### src/rtl/lut_table_loader.sv
// Key/data table loader: valid/ready writes fill slots contiguously (matching keys update in place), table exported as a flat lut bus.
// Query path: one registered stage, read-before-write; wr_ready drops while clr is high or when the table is full and the key is new.
module lut_table_loader #(
    parameter int  KEY_NUM  = 4,
    parameter int  KEY_LEN  = 2,
    parameter int  DATA_LEN = 4,
    localparam int PAIR_LEN = KEY_LEN + DATA_LEN,
    localparam int CNT_W    = $clog2(KEY_NUM + 1)
) (
    input  logic                         clk,
    input  logic                         rst_n,
    input  logic                         clr,
    input  logic                         wr_valid,
    output logic                         wr_ready,
    input  logic [KEY_LEN-1:0]           wr_key,
    input  logic [DATA_LEN-1:0]          wr_data,
    output logic [KEY_NUM*PAIR_LEN-1:0]  lut,
    output logic [KEY_NUM-1:0]           entry_valid,
    output logic [CNT_W-1:0]             count,
    output logic                         full,
    input  logic                         q_valid,
    input  logic [KEY_LEN-1:0]           q_key,
    output logic                         q_out_valid,
    output logic                         q_hit,
    output logic [DATA_LEN-1:0]          q_data
);

    logic [KEY_NUM-1:0][KEY_LEN-1:0]  key_q, key_d;
    logic [KEY_NUM-1:0][DATA_LEN-1:0] data_q, data_d;
    logic [CNT_W-1:0]                 count_q, count_d;
    logic                             full_q, full_d;
    logic                             q_out_valid_q, q_out_valid_d;
    logic                             q_hit_q, q_hit_d;
    logic [DATA_LEN-1:0]              q_data_q, q_data_d;

    logic [KEY_NUM-1:0] occ;
    logic [KEY_NUM-1:0] wr_sel;
    logic               wr_match;
    logic               wr_fire;

    // Slots fill contiguously from 0, so occupancy is a thermometer of count.
    always_comb begin
        occ = '0;
        for (int i = 0; i < KEY_NUM; i++) begin
            occ[i] = (CNT_W'(i) < count_q);
        end
    end

    // Scan high to low so the lowest matching index wins.
    always_comb begin
        wr_match = 1'b0;
        wr_sel   = '0;
        for (int i = KEY_NUM - 1; i >= 0; i--) begin
            if (occ[i] && (key_q[i] == wr_key)) begin
                wr_match  = 1'b1;
                wr_sel    = '0;
                wr_sel[i] = 1'b1;
            end
        end
    end

    assign wr_ready = !clr && (wr_match || !full_q);
    assign wr_fire  = wr_valid && wr_ready;

    always_comb begin
        key_d   = key_q;
        data_d  = data_q;
        count_d = count_q;
        if (clr) begin
            key_d   = '0;
            data_d  = '0;
            count_d = '0;
        end else if (wr_fire) begin
            if (wr_match) begin
                for (int i = 0; i < KEY_NUM; i++) begin
                    if (wr_sel[i]) data_d[i] = wr_data;
                end
            end else begin
                for (int i = 0; i < KEY_NUM; i++) begin
                    if (CNT_W'(i) == count_q) begin
                        key_d[i]  = wr_key;
                        data_d[i] = wr_data;
                    end
                end
                count_d = count_q + CNT_W'(1);
            end
        end
        full_d = (count_d == CNT_W'(KEY_NUM));
    end

    // Query reads the pre-edge table; results hold while no query is issued.
    always_comb begin
        q_out_valid_d = q_valid;
        q_hit_d       = q_hit_q;
        q_data_d      = q_data_q;
        if (q_valid) begin
            q_hit_d  = 1'b0;
            q_data_d = '0;
            for (int i = KEY_NUM - 1; i >= 0; i--) begin
                if (occ[i] && (key_q[i] == q_key)) begin
                    q_hit_d  = 1'b1;
                    q_data_d = data_q[i];
                end
            end
        end
    end

    always_ff @(posedge clk or negedge rst_n) begin
        if (!rst_n) begin
            key_q         <= '0;
            data_q        <= '0;
            count_q       <= '0;
            full_q        <= 1'b0;
            q_out_valid_q <= 1'b0;
            q_hit_q       <= 1'b0;
            q_data_q      <= '0;
        end else begin
            key_q         <= key_d;
            data_q        <= data_d;
            count_q       <= count_d;
            full_q        <= full_d;
            q_out_valid_q <= q_out_valid_d;
            q_hit_q       <= q_hit_d;
            q_data_q      <= q_data_d;
        end
    end

    always_comb begin
        lut = '0;
        for (int i = 0; i < KEY_NUM; i++) begin
            if (occ[i]) lut[PAIR_LEN*i +: PAIR_LEN] = {key_q[i], data_q[i]};
        end
    end

    assign entry_valid = occ;
    assign count       = count_q;
    assign full        = full_q;
    assign q_out_valid = q_out_valid_q;
    assign q_hit       = q_hit_q;
    assign q_data      = q_data_q;

endmodule
### config.mk
export PLATFORM = sky130hd
export DESIGN_NAME = lut_table_loader
export DESIGN_NICKNAME = d
export VERILOG_FILES = /design/src/rtl/lut_table_loader.sv
export SDC_FILE = /design/constraint.sdc
export NUM_CORES = 1
export LEC_CHECK = 0
export ABC_CLOCK_PERIOD_IN_PS = 2700
export BUFFER_PORTS_ARGS = -buffer_cell sky130_fd_sc_hd__clkbuf_2
export CORE_MARGIN = 1
export CORE_UTILIZATION = 43
export CTS_CLUSTER_DIAMETER = 60
export DETAILED_ROUTE_END_ITERATION = 8
export GPL_TIMING_DRIVEN = 1
export PLACE_DENSITY = 0.65
export SYNTH_ARGS = -nofsm -noshare
export SYNTH_HDL_FRONTEND = slang
export SYNTH_SLANG_ARGS = --single-unit
### constraint.sdc
create_clock -name clk -period 2.7 [get_ports clk]
set_clock_uncertainty 0.1 [all_clocks]
set_input_delay 0.54 -clock clk [delete_from_list [all_inputs] [get_ports clk]]
set_output_delay 0.54 -clock clk [all_outputs]
set_load 0.02 [all_outputs]
Word-level counts from Yosys, hierarchy flattened

Index checks and enable logic that the tools add are counted.

Bits in registers: 34
Bits of input ports: 13
Logic and storage cells: 107

Add/subtract/negate cells: 1
Reductions and logical operators: 31
Order comparisons: 4
Equality and inequality tests: 17
Mux-type cells: 41

Operators with widths:

| operator                                                   | number |
|---|---|
| 2-to-1 mux 4 bit                                           | 16 |
| 2-to-1 mux 16 bit                                          | 3 |
| 2-to-1 mux 6 bit                                           | 4 |
| 2-to-1 mux 8 bit                                           | 3 |
| AND reduction 3 bit                                        | 8 |
| equality test 2 bit                                        | 8 |
| inequality test 3 bit (second input constant)              | 4 |
| nonzero test 3 bit                                         | 4 |
| logical AND 1 bit                                          | 10 |
| nonzero test 2 bit                                         | 5 |
| 2-to-1 mux 3 bit                                           | 3 |
| 2-to-1 mux 1 bit                                           | 8 |
| 2-to-1 mux 2 bit                                           | 4 |
| equality test 2 x 3 -> 1 bit (first input constant)        | 2 |
| less-than comparator 1 x 3 -> 1 bit (first input constant) | 2 |
| less-than comparator 2 x 3 -> 1 bit (first input constant) | 2 |
| adder 3 x 1 -> 3 bit (second input constant)               | 1 |
| equality test 1 x 3 -> 1 bit (first input constant)        | 1 |
| equality test 3 bit (second input constant)                | 1 |
| logical NOT 3 bit                                          | 1 |
| logical NOT 1 bit                                          | 2 |
| inequality test 2 bit (second input constant)              | 1 |
| logical OR 1 bit                                           | 1 |

Logic depth before layout (Yosys ltp)

Depth after elaboration: 12
Depth in mapped cells: 7
Mapped depth without buffers: 6

Worst setup path after synthesis

Ideal clock, no wire load.

Path type: input to output
Start point: input port wr_key[0]
End point: output port wr_ready
Path buffers: 1
Stages: 5
Required time: 2060 ps
Arrival time: 1783 ps
Setup slack: 277 ps
Path through: buf_4 -> xor2_1 -> nor3_2 -> nor4_4 -> a21oi_1

Longest elaborated chain between the ends: 8

RTL lines:

| what                          | line | source |
|---|---|---|
| from (decl)                   | 15   | `input logic [KEY_LEN-1:0] wr_key,` |
| equality test 2 bit           | 54   | `if (occ[i] && (key_q[i] == wr_key)) begin` |
| logical AND 1 bit             | 54   |  |
| 2-to-1 mux 1 bit (3 in a row) | 54   |  |
| 2-to-1 mux 1 bit *            | 54   |  |
| logical OR 1 bit *            | 62   | `assign wr_ready = !clr && (wr_match \|\| !full_q);` |
| logical AND 1 bit *           | 62   |  |
| to (decl)                     | 14   | `output logic wr_ready,` |

Every way passes the cells marked *; elsewhere a longest branch is shown, timed or not.

Worst setup path in the final report

Start point: register count_q[1] (netlist: count[1])
End point: output port wr_ready

Longest elaborated chain between the ends: 8

RTL lines:

| what                                | line | source |
|---|---|---|
| from (decl)                         | 30   | `logic [CNT_W-1:0] count_q, count_d;` |
| from (signal assigned)              | 120  | `count_q <= count_d;` |
| less-than comparator 2 x 3 -> 1 bit | 45   | `occ[i] = (CNT_W'(i) < count_q);` |
| logical AND 1 bit                   | 54   |  |
| 2-to-1 mux 1 bit (3 in a row)       | 54   |  |
| 2-to-1 mux 1 bit *                  | 54   |  |
| logical OR 1 bit *                  | 62   |  |
| logical AND 1 bit *                 | 62   |  |

Marked as above.

==> metrics.txt <==
All-Layer GR Usage 22.91%; Fmax 0.3989 GHz; final setup TNS 0 ns; clock slew at reported path FFs 0.08 ns; H-tree levels 2; final-layout fill cell count 463; initial antenna violation count 0; WL/cell 16.05 µm; register bit total from synthesis 34; part of the cycle the worst path needs 92.84%; Req. time, crit path 2.06 ns; DRC viols 0; max-cap violation count 0; CTS tree built; vias per inst 5.294; Layout Nets 302; Leak Pwr 0.001228 µW; top_reg_cell synth dfrtp_1; initial DRC count 144; initial core utilization 45.94%; Area Growth Syn to Fin 18.93%; # rows 25; Crit path arrival time 1.87 ns; Hold Violations, Final 0; mapped cell area 0.002227 mm²; Post-Route WL 5681 µm; drt pass-1 iters 4; worst slew pin tran 0.8757 ns; port buffer count 51; die width 73.97 µm; final setup fails 0; Final Max Tran Viols 0; EDFF count, synth 0; Post-DRT Antenna Nets 0; Peak VDD IR 0.2785 mV; first-pass GRT wire length 9156 µm; largest net degree at the start of global routing 35; slew margin rel. 41.62%; crit path capture type output pin; sequential fraction of the synthesis area 38.20%; grt total ovfl 0; CTS Buf Count 5; share of cells above drive strength 1 26.83%; routed vias 1,874; FFs w/ async S/R, synth 100.0%; gpl congestion 0.8848; Hold Crit Class input port to async pin; crit path time final 2.507 ns; critical-path maximum fanout 10; synthesized area per cell 9.477 µm²; Clk Latency, worst-skew pair 0.29 ns; CP Class register to output pin; Cells after Synth 235; Die ar. 0.005471 mm²; Clk Tree Root Cell clkbuf_8; status completed; Ys Warns 0; pwr dens 498.1 mW/mm²; unique cell type count in the Yosys netlist 48; TritonCTS Sinks 34; vias in the first global route 1,719; post-CTS setup buffers 0; Hold WS 0.2570 ns; CP Launch Type register; Max clock buf depth 2; RSZ-0062 raised after global routing no; Diodes inserted 0; DPL Wire Length 4323 µm; post-synthesis net count 251; Ports 52; Die Span Y 73.97 µm; CORE AREA 0.004848 mm²
## state kept, by name (all words and copies together), names as in the netlist
register	cells
q_out_valid	1
data_q	16
key_q	8
count	3
q_hit	1
full	1
q_data	4
## report_power, final
part           switching (µW)  total [µW]  internal, µW
combinational             208         335           127
sequential               39.2         583           544
clock                     196         401           205
total                     444        1320           876
## area by class of cell
class	instances	area [µm²]	share of cell area, %
clock buffer	6	82.58	3.118
clock inverter	2	12.51	0.4724
inverter	8	30.03	1.134
multi-input combinational	178	1274	48.09
sequential	34	850.8	32.12
tap	67	83.83	3.165
timing repair buffer	59	315.3	11.90
## cells by family after synthesis
group / count (synthesis) / share of synthesized area, %
AND/OR/NAND/NOR: 97 / 26.35
AO/OA/AOI/OAI: 41 / 13.20
multiplexers: 16 / 7.416
flip-flops: 34 / 38.20
XOR/XNOR: 21 / 8.258
adder cells (fa/ha/maj): 3 / 1.686
buffers and inverters: 23 / 4.887
## Yosys cell counts, types with 2 or more instances
cell type | instances | area share [%]
clkbuf_1 | 7 | 1.2
buf_2 | 3 | 0.67
and3_1 | 3 | 0.84
buf_4 | 3 | 1.0
ha_1 | 3 | 1.7
xor2_1 | 10 | 3.9
a31oi_1 | 7 | 2.0
dfrtp_1 | 34 | 38
and2_1 | 25 | 7.0
nand4_1 | 5 | 1.4
o21ai_0 | 8 | 1.8
inv_1 | 8 | 1.3
o31ai_1 | 5 | 1.7
o211ai_1 | 8 | 2.7
o21ai_1 | 2 | 0.45
mux2_1 | 4 | 2.0
nand2_1 | 10 | 1.7
mux2i_1 | 12 | 5.4
nand3_1 | 6 | 1.3
nand2b_1 | 8 | 2.2
nor2_1 | 17 | 2.9
nor2b_1 | 9 | 2.5
or3_1 | 2 | 0.56
xnor2_1 | 11 | 4.3
nor3_2 | 2 | 0.90
## metal layers
metal	up-vias	part of all wire, %	wire, µm	GRT usage [%]
li1	931	-	-	-
met1	870	49	2767	34.80
met3	6	6.4	361	4.201
met2	67	44	2498	33.03
met4	0	0.95	54	6.838
met5	-	0	0	0
## critical path: stages, from the launching register on
cell and delay [ns]:
dfrtp_1 0.55, nor2_1 0.19, nor3_4 0.39, nor4_4 0.09
a21oi_1 0.17, clkbuf_2 0.19
## cell usage in the layout (no fill, tap or decap), types with 6 or more instances in the layout
cell type and instances:
xnor2_1 11, o21ai_0 8, o211ai_1 8, inv_1 8, clkbuf_2 51, xor2_1 10, nand2b_1 8, clkbuf_8 6
a31oi_1 7, nor2_1 17, dfrtp_1 34, nand3_1 6, and2_1 25, mux2i_1 12, nor2b_1 9, buf_4 8
nand2_1 10
## metrics by stage
step	area (µm²)	total power (µW)	std cells	util [%]	setup WS (ns)
2_1_floorplan	2227	812.5	235	-	0.2773
3_3_place_gp	2547	919.5	346	52.54	0.2469
3_5_place_dp	2547	921.8	346	52.54	0.2179
4_1_cts	2643	1323	354	54.50	0.05564
5_1_grt	2649	1387	354	54.63	0.05797
6_report	2649	1319	354	54.63	0.1933
## final timing paths
check	from	endpoint	slack (ns)	cells after the start
max	count[1]	wr_ready	0.19	5
min	rst_n	data_q[6]	0.26	1
max reg2reg	count[1]	data_q[5]	0.30	5
min reg2reg	data_q[7]	data_q[7]	0.41	1
max in group asynchronous	rst_n	data_q[0]	1.69	1
min in group clk	q_valid	q_out_valid	0.40	1
## timing repair
action,CTS,global route
hold buffers,0,0
endpoints found under the setup margin,0,1
resized for setup,0,1
No activity file was read; power rests on OpenSTA's default activity.
